--- config.mk ---
export PLATFORM = sky130hd
export DESIGN_NAME = cop_wb_queue
export DESIGN_NICKNAME = d
export VERILOG_FILES = /design/src/rtl/cop_wb_queue.sv
export SDC_FILE = /design/constraint.sdc
export NUM_CORES = 1
export LEC_CHECK = 0
export ABC_AREA = 1
export BUFFER_PORTS_ARGS = -buffer_cell sky130_fd_sc_hd__buf_2
export CAP_MARGIN = 20
export CORE_ASPECT_RATIO = 0.6
export CORE_UTILIZATION = 25
export DETAILED_ROUTE_END_ITERATION = 7
export HOLD_SLACK_MARGIN = 0.1
export PLACE_DENSITY_LB_ADDON = 0.05
export SLEW_MARGIN = 40
export SYNTH_ARGS = -nofsm -noshare
export SYNTH_HDL_FRONTEND = slang
export SYNTH_SLANG_ARGS = --single-unit
--- constraint.sdc ---
create_clock -name CLK -period 5 [get_ports CLK]
set_input_delay 0.75 -clock CLK [delete_from_list [all_inputs] [get_ports CLK]]
set_output_delay 0.75 -clock CLK [all_outputs]
set_load 0.05 [all_outputs]
--- src/rtl/cop_wb_queue.sv ---
// Writeback queue between the coprocessor Exec stage and the core register-file port.
// In-order buffer with RAW hazard detection and an exception block held until flush.
module cop_wb_queue #(
  parameter int DEPTH = 4,
  parameter int AW    = 2
) (
  input  logic          CLK,
  input  logic          RST,
  input  logic          FLUSH,
  input  logic          I_VALID,
  output logic          I_READY,
  input  logic [31:0]   I_PC,
  input  logic          I_REG_W_EN,
  input  logic [4:0]    I_REG_W_RD,
  input  logic [31:0]   I_REG_W_DATA,
  input  logic          I_EXC_EN,
  input  logic [3:0]    I_EXC_CODE,
  output logic          O_VALID,
  input  logic          O_READY,
  output logic [31:0]   O_PC,
  output logic          O_REG_W_EN,
  output logic [4:0]    O_REG_W_RD,
  output logic [31:0]   O_REG_W_DATA,
  output logic          O_EXC_EN,
  output logic [3:0]    O_EXC_CODE,
  input  logic [4:0]    H_RS1,
  input  logic [4:0]    H_RS2,
  output logic          H_STALL,
  output logic [AW:0]   COUNT,
  output logic          EXC_PENDING,
  output logic          OVERFLOW
);

  localparam logic [AW:0] FULL_CNT = (AW+1)'(DEPTH);

  logic [31:0] pc_mem   [DEPTH];
  logic        wen_mem  [DEPTH];
  logic [4:0]  rd_mem   [DEPTH];
  logic [31:0] data_mem [DEPTH];
  logic        exc_mem  [DEPTH];
  logic [3:0]  code_mem [DEPTH];

  logic [AW-1:0] wr_ptr_reg;
  logic [AW-1:0] rd_ptr_reg;
  logic [AW:0]   count_reg;
  logic          exc_pending_reg;
  logic          overflow_reg;

  logic             not_empty;
  logic             push;
  logic             pop;
  logic [DEPTH-1:0] hit;

  assign not_empty = (count_reg != '0);
  assign I_READY   = (count_reg != FULL_CNT);
  assign push      = I_VALID && I_READY && !exc_pending_reg && !FLUSH;
  assign pop       = not_empty && O_READY && !FLUSH;

  assign O_VALID     = not_empty;
  assign COUNT       = count_reg;
  assign EXC_PENDING = exc_pending_reg;
  assign OVERFLOW    = overflow_reg;

  // Entry storage has no reset: occupancy is tracked by the pointers and count.
  always_ff @(posedge CLK) begin
    if (push) begin
      pc_mem[wr_ptr_reg]   <= I_PC;
      wen_mem[wr_ptr_reg]  <= I_REG_W_EN && (I_REG_W_RD != 5'd0);
      rd_mem[wr_ptr_reg]   <= I_REG_W_RD;
      data_mem[wr_ptr_reg] <= I_REG_W_DATA;
      exc_mem[wr_ptr_reg]  <= I_EXC_EN;
      code_mem[wr_ptr_reg] <= I_EXC_CODE;
    end
  end

  always_ff @(posedge CLK) begin
    if (!RST) begin
      wr_ptr_reg      <= '0;
      rd_ptr_reg      <= '0;
      count_reg       <= '0;
      exc_pending_reg <= 1'b0;
      overflow_reg    <= 1'b0;
    end else begin
      if (I_VALID && !I_READY && !exc_pending_reg)
        overflow_reg <= 1'b1;
      if (FLUSH) begin
        wr_ptr_reg      <= '0;
        rd_ptr_reg      <= '0;
        count_reg       <= '0;
        exc_pending_reg <= 1'b0;
      end else begin
        if (push) wr_ptr_reg <= wr_ptr_reg + 1'b1;
        if (pop)  rd_ptr_reg <= rd_ptr_reg + 1'b1;
        case ({push, pop})
          2'b10:   count_reg <= count_reg + 1'b1;
          2'b01:   count_reg <= count_reg - 1'b1;
          default: count_reg <= count_reg;
        endcase
        if (push && I_EXC_EN) exc_pending_reg <= 1'b1;
      end
    end
  end

  always_comb begin
    O_PC         = '0;
    O_REG_W_EN   = 1'b0;
    O_REG_W_RD   = '0;
    O_REG_W_DATA = '0;
    O_EXC_EN     = 1'b0;
    O_EXC_CODE   = '0;
    if (not_empty) begin
      O_PC         = pc_mem[rd_ptr_reg];
      O_REG_W_EN   = wen_mem[rd_ptr_reg];
      O_REG_W_RD   = rd_mem[rd_ptr_reg];
      O_REG_W_DATA = data_mem[rd_ptr_reg];
      O_EXC_EN     = exc_mem[rd_ptr_reg];
      O_EXC_CODE   = code_mem[rd_ptr_reg];
    end
  end

  // A slot is live when its distance from the head is below the occupancy.
  generate
    for (genvar gi = 0; gi < DEPTH; gi++) begin : g_hazard
      localparam logic [AW-1:0] IDX = AW'(gi);
      logic [AW-1:0] offs;
      logic          live;
      logic          match1;
      logic          match2;
      assign offs    = IDX - rd_ptr_reg;
      assign live    = ({1'b0, offs} < count_reg);
      assign match1  = (H_RS1 != 5'd0) && (rd_mem[gi] == H_RS1);
      assign match2  = (H_RS2 != 5'd0) && (rd_mem[gi] == H_RS2);
      assign hit[gi] = live && wen_mem[gi] && (match1 || match2);
    end
  endgenerate

  assign H_STALL = |hit;

endmodule

==> impl_metrics.py, run 1 <==
metrics = {
    "status": {
        "outcome": "finished, final reports clean",
    },
    "clocking": {
        "post_cts_buffers": 0,
        "cts_max_level": 2,
        "cts_buffers": 36,
        "clkLatencyLatePin_ps": 510,
        "path_clk_slew_ps": 60,
        "holdBufCountCts": 0,
        "cts.sinks": 311,
        "root_buffer": "clkbuf_16",
        "cts_buffer_depth": 3,
        "cts_resized": 0,
        "cts_tree": "yes",
    },
    "run": {
        "drv_cap": 0,
    },
    "routing": {
        "vias": 8444,
        "maxUsedRoutingLayer": "met4",
        "drt.antenna.violating_nets": 0,
        "wl_met2_um": 16100,
        "m1WireLength_um": 19800,
        "wl_per_cell_um": 19.0,
        "wl_met3_um": 1300,
        "drc": 0,
        "first_iter_violations": 498,
        "viasPerCell": 4.24,
        "dr.pass1.iters": 6,
        "drt-total-wl_um": 37800,
    },
    "power_and_ir_drop": {
        "p_leak_nw": 5.79,
        "vdd_drop_max_mv": 0.223,
        "pwr_density_cell_nw_per_um2": 374,
    },
    "timing": {
        "period_minus_slack_ps": 3970,
        "rsz0062_at_grt": "no",
        "worstMarginPinSlew_ps": 781,
        "fmax_mhz": 252,
        "finalSetupTns_ps": 0,
        "fin_worst_skew_ps": 14.6,
        "finalHoldViolCount": 0,
        "slew_headroom_pct": 47.9,
        "drv_slew": 0,
        "period_share_pct": 79.4,
        "setup_violations": 0,
    },
    "synthesis": {
        "yosys_register_bits": 311,
        "synth_cell_type_count": 33,
        "ys_warn_count": 0,
        "synth_seq_area_share_pct": 71.1,
        "synth_nets": 1207,
        "yosys_most_used_dff": "edfxtp_1",
        "yosysMostFrequentCell": "nor2_1",
        "syn_inst": 1107,
        "synth-edff-count": 300,
        "synth_top_area_share_pct": 69.4,
        "synth.avg_cell_area_um2": 11.7,
        "synthArstFlopShare_pct": 0,
        "synth.area.top_cells": "edfxtp_1 69%, nor2_1 9.3%, o21ai_0 4.9%",
        "synthesis.area_um2": 13000,
        "synth_largest_area_cell": "edfxtp_1",
        "synth_common_cells": "322 x nor2_1, 300 x edfxtp_1, 127 x o21ai_0",
    },
    "critical_path": {
        "crit_path_end_kind": "output port",
        "crit_type": "reg -> out",
        "r2r_slack_ps": 2290,
        "startpoint_type": "flop",
        "cp_max_fo": 45,
        "path_buf_inv": 3,
        "crit_arrival_ps": 3220,
        "cp_top_family": "buffers and inverters",
        "critPathSlowestCell": "dfxtp_4",
        "required_ps": 4250,
        "cp_cell_sequence": "clkinv_2 > buf_4 > nor2_1 > o21ai_0 > a21oi_1 > buf_2",
        "cpPeakStageDelay_ps": 670,
    },
    "grt": {
        "antenna_found_initial": 5,
        "grt_pass1_wl_um": 55300,
        "grt_max_degree": 63,
        "overflow": 0,
        "grt_pass1_vias": 8271,
        "grt_use_total_pct": 14.2,
    },
    "floorplan": {
        "ios": 173,
        "num_rows": 64,
        "start_util_pct": 25.4,
        "die_h_um": 178,
        "fp.dieW_um": 296,
        "dieArea_um2": 52800,
        "coreArea_um2": 51100,
    },
    "place": {
        "port_buffers": 172,
        "numPlacedInstances": 1924,
        "dpl.hpwl_um": 22100,
        "gp_congestion": 0.738,
    },
    "finish": {
        "reg.largest.list": "data_mem x128, pc_mem x128, rd_mem x20",
        "area_growth_pct": 21.6,
        "drive_gt1_share_pct": 20.1,
        "final_cells": 1992,
        "layout.nets": 1370,
    },
    "hold_path": {
        "hold_path_class": "in -> reg",
    },
}
layout by cell type, fill, tap and decap left out, types with 2 or more instances in the layout:
cell / instances
nand2_1: 62
dfxtp_1: 9
buf_12: 4
clkinv_1: 5
nor2_1: 318
nor3_4: 2
buf_6: 2
o211ai_1: 2
clkbuf_1: 9
buf_2: 172
diode_2: 3
xor2_1: 14
edfxtp_1: 300
xnor2_1: 20
o21ai_0: 127
ha_1: 9
o211a_1: 2
a21oi_1: 87
nand3_1: 5
inv_2: 5
buf_4: 12
nor2_4: 4
bufinv_16: 4
o21ai_1: 26
dfxtp_4: 2
inv_1: 34
clkinvlp_4: 2
clkinv_2: 7
clkbuf_16: 37
per-stage QoR:
stage,util (%),setup slack [ps],total power [mW],instance area [um2],hold slack [ps]
2_1_floorplan,-,195,3.18,13000,463
3_3_place_gp,28.5,1440,3.33,14600,450
3_5_place_dp,28.6,1470,3.32,14600,462
4_1_cts,30.8,904,5.99,15800,413
5_1_grt,30.9,781,6.11,15800,422
6_report,30.9,1030,5.90,15800,451
power breakdown:
group	leakage, nW	switching [mW]	internal (mW)	total [mW]
combinational	2.42	0.248	0.0908	0.339
clock	0.559	1.08	1.57	2.64
sequential	2.81	0.0158	2.91	2.92
total	5.79	1.34	4.56	5.90
cells by family after synthesis:
family | share of synthesized area, %
flip-flops | 71.1
buffers and inverters | 3.86
XOR/XNOR | 2.30
AND/OR/NAND/NOR | 11.9
adder cells (fa/ha/maj) | 1.02
AO/OA/AOI/OAI | 9.84
metal layers:
layer  GRT usage, %  up-vias
li1               -     4164
met1           21.3     4085
met2           20.9      141
met3           2.40       54
met4           3.41        0
met5              0        -
path summary, 6_finish.rpt:
check                              start       endpoint  cells after the start
worst max-delay path                flop        O_PC[0]                      6
worst min-delay path             I_PC[5]   pc_mem[3][5]                      1
worst max register to register  COUNT[2]  pc_mem[2][30]                      6
worst min register to register  OVERFLOW       OVERFLOW                      2
cell type report:
cell class | instances | area, um2
multi-input combinational | 689 | 3270
fill | 5297 | 35300
sequential | 311 | 9240
antenna | 3 | 7.51
tap | 693 | 867
inverter | 41 | 158
clock inverter | 18 | 193
clock buffer | 46 | 960
timing repair buffer | 191 | 1080
Note: power is estimated with default switching activity, not from simulation.
==> run 2: changes to the inputs <==
==> constraint.sdc (replaced) <==
create_clock -name CLK -period 3.31 [get_ports CLK]
set_input_delay 0.4965 -clock CLK [delete_from_list [all_inputs] [get_ports CLK]]
set_output_delay 0.4965 -clock CLK [all_outputs]
set_load 0.05 [all_outputs]
==> run 2 against run 1 <==
Net effect:
- clock power increased by 38%
- via count is 0.68% lower
- largest power group unchanged
- combinational power rose by 52%
- critical endpoint is now H_STALL
==> impl_metrics.py, run 2 (synthesis results as in run 1) <==
metrics = {
    "clocking": {
        "cts.sinks": 311,
        "cts_tree": "yes",
        "cts_buffers": 34,
        "cts_max_level": 2,
        "post_cts_buffers": 0,
        "cts_resized": 0,
        "clkLatencyLatePin_ps": 510,
        "path_clk_slew_ps": 60,
        "root_buffer": "clkbuf_16",
        "cts_buffer_depth": 3,
        "holdBufCountCts": 0,
    },
    "critical_path": {
        "crit_arrival_ps": 2470,
        "cp_max_fo": 5,
        "crit_type": "reg -> out",
        "startpoint_type": "flop",
        "crit_path_end_kind": "output port",
        "required_ps": 2810,
    },
    "finish": {
        "fillCellCount": 5317,
        "final_cell_mix": "318 x nor2_1, 300 x edfxtp_1, 172 x buf_2, 127 x o21ai_0, 87 x a21oi_1",
        "reg.largest.list": "data_mem x128, pc_mem x128, rd_mem x20",
        "area_growth_pct": 21.0,
        "final_cells": 1982,
        "layout.nets": 1367,
        "final_common_cell": "nor2_1",
        "final_core_util_pct": 30.7,
        "drive_gt1_share_pct": 19.6,
    },
    "timing": {
        "worstMarginPinSlew_ps": 685,
        "slew_headroom_pct": 54.3,
        "fmax_mhz": 338,
        "drv_slew": 0,
        "finalSetupTns_ps": 0,
        "setup_violations": 0,
        "setup_ws_ps": 347,
        "finalHoldViolCount": 0,
        "rsz0062_at_grt": "no",
        "fin_worst_skew_ps": 9.79,
        "period_minus_slack_ps": 2960,
        "period_share_pct": 89.5,
    },
    "routing": {
        "dr.pass1.iters": 6,
        "drt.antenna.violating_nets": 0,
        "drc": 0,
        "vias": 8387,
        "wl_per_cell_um": 18.7,
        "drt-total-wl_um": 37000,
        "viasPerCell": 4.23,
        "first_iter_violations": 511,
    },
    "grt": {
        "grt_use_total_pct": 14.1,
        "grt_pass1_vias": 8213,
        "grt_max_degree": 80,
        "grt_pass1_wl_um": 55000,
        "overflow": 0,
        "antenna_found_initial": 4,
    },
    "hold_path": {
        "hold_path_class": "in -> reg",
    },
    "run": {
        "drv_cap": 0,
    },
    "floorplan": {
        "dieArea_um2": 52800,
        "fp.dieW_um": 296,
        "coreArea_um2": 51100,
        "num_rows": 64,
        "start_util_pct": 25.4,
        "ios": 173,
        "die_h_um": 178,
    },
    "place": {
        "dp_worst_setup_slack_ps": 813,
        "gp_congestion": 0.744,
        "dpl.hpwl_um": 21100,
        "numPlacedInstances": 1924,
        "port_buffers": 172,
    },
    "status": {
        "outcome": "finished, final reports clean",
    },
    "power_and_ir_drop": {
        "pwr_density_cell_nw_per_um2": 546,
        "vdd_drop_max_mv": 0.235,
        "p_leak_nw": 5.75,
    },
}
-- run 2: cell types whose count changed in the layout (fill, tap and decap cells not counted) --
cell	delta
clkbuf_1	-2
buf_4	-4
buf_6	-2
inv_2	+1
diode_2	-2
clkinv_2	-5
bufinv_16	-3
clkinv_4	-1
buf_16	-1
buf_12	+6
clkinv_1	+3
-- run 2: through the flow --
step           area [um2]  hold WS [ps]  power [mW]
6_report            15700           198        8.57
5_1_grt             15700           169        8.91
4_1_cts             15700           161        8.73
3_5_place_dp        14700           483        5.02
3_3_place_gp        14700           518        5.02
2_1_floorplan       13000           463        4.80
-- run 2: metal layers --
layer	up-vias	routed length [um]	global-route usage (%)
li1	4149	-	-
met1	4048	19300	21.2
met2	140	15600	20.5
met3	50	1490	2.65
met4	0	657	3.16
met5	-	0	0
-- run 2: critical path, cell delays in order, from the launching register on --
cell	delay, ps
dfxtp_1	480
inv_1	200
ha_1	340
nor2_1	40
a221oi_1	330
nand2_1	90
nand2_1	70
inv_1	40
nand2_1	90
buf_2	280
-- run 2: worst paths after layout --
check | startpoint | to | slack, ps | cells past startpoint
worst min-delay path | I_REG_W_DATA[6] | data_mem[3][6] | 200 | 1
worst max register to register | COUNT[2] | COUNT[2] | 900 | 11
worst min register to register | OVERFLOW | OVERFLOW | 520 | 2
worst max-delay path | COUNT[1] | H_STALL | 350 | 9
-- run 2: layout make-up --
class / instances / area [um2] / share of cell area (%)
multi-input cells: 689 / 3270 / 20.9
repair buffers: 190 / 1120 / 7.14
flip-flops and latches: 311 / 9240 / 58.8
diodes: 1 / 2.50 / 0.0159
clock inverters: 13 / 85.1 / 0.542
inverters: 41 / 156 / 0.996
well taps: 693 / 867 / 5.52
clock buffers: 44 / 952 / 6.07
-- run 2: where the power goes --
group          internal [mW]  switching [mW]
clock network           2.10            1.55
logic                  0.139           0.374
registers               4.39          0.0227
total                   6.63            1.94
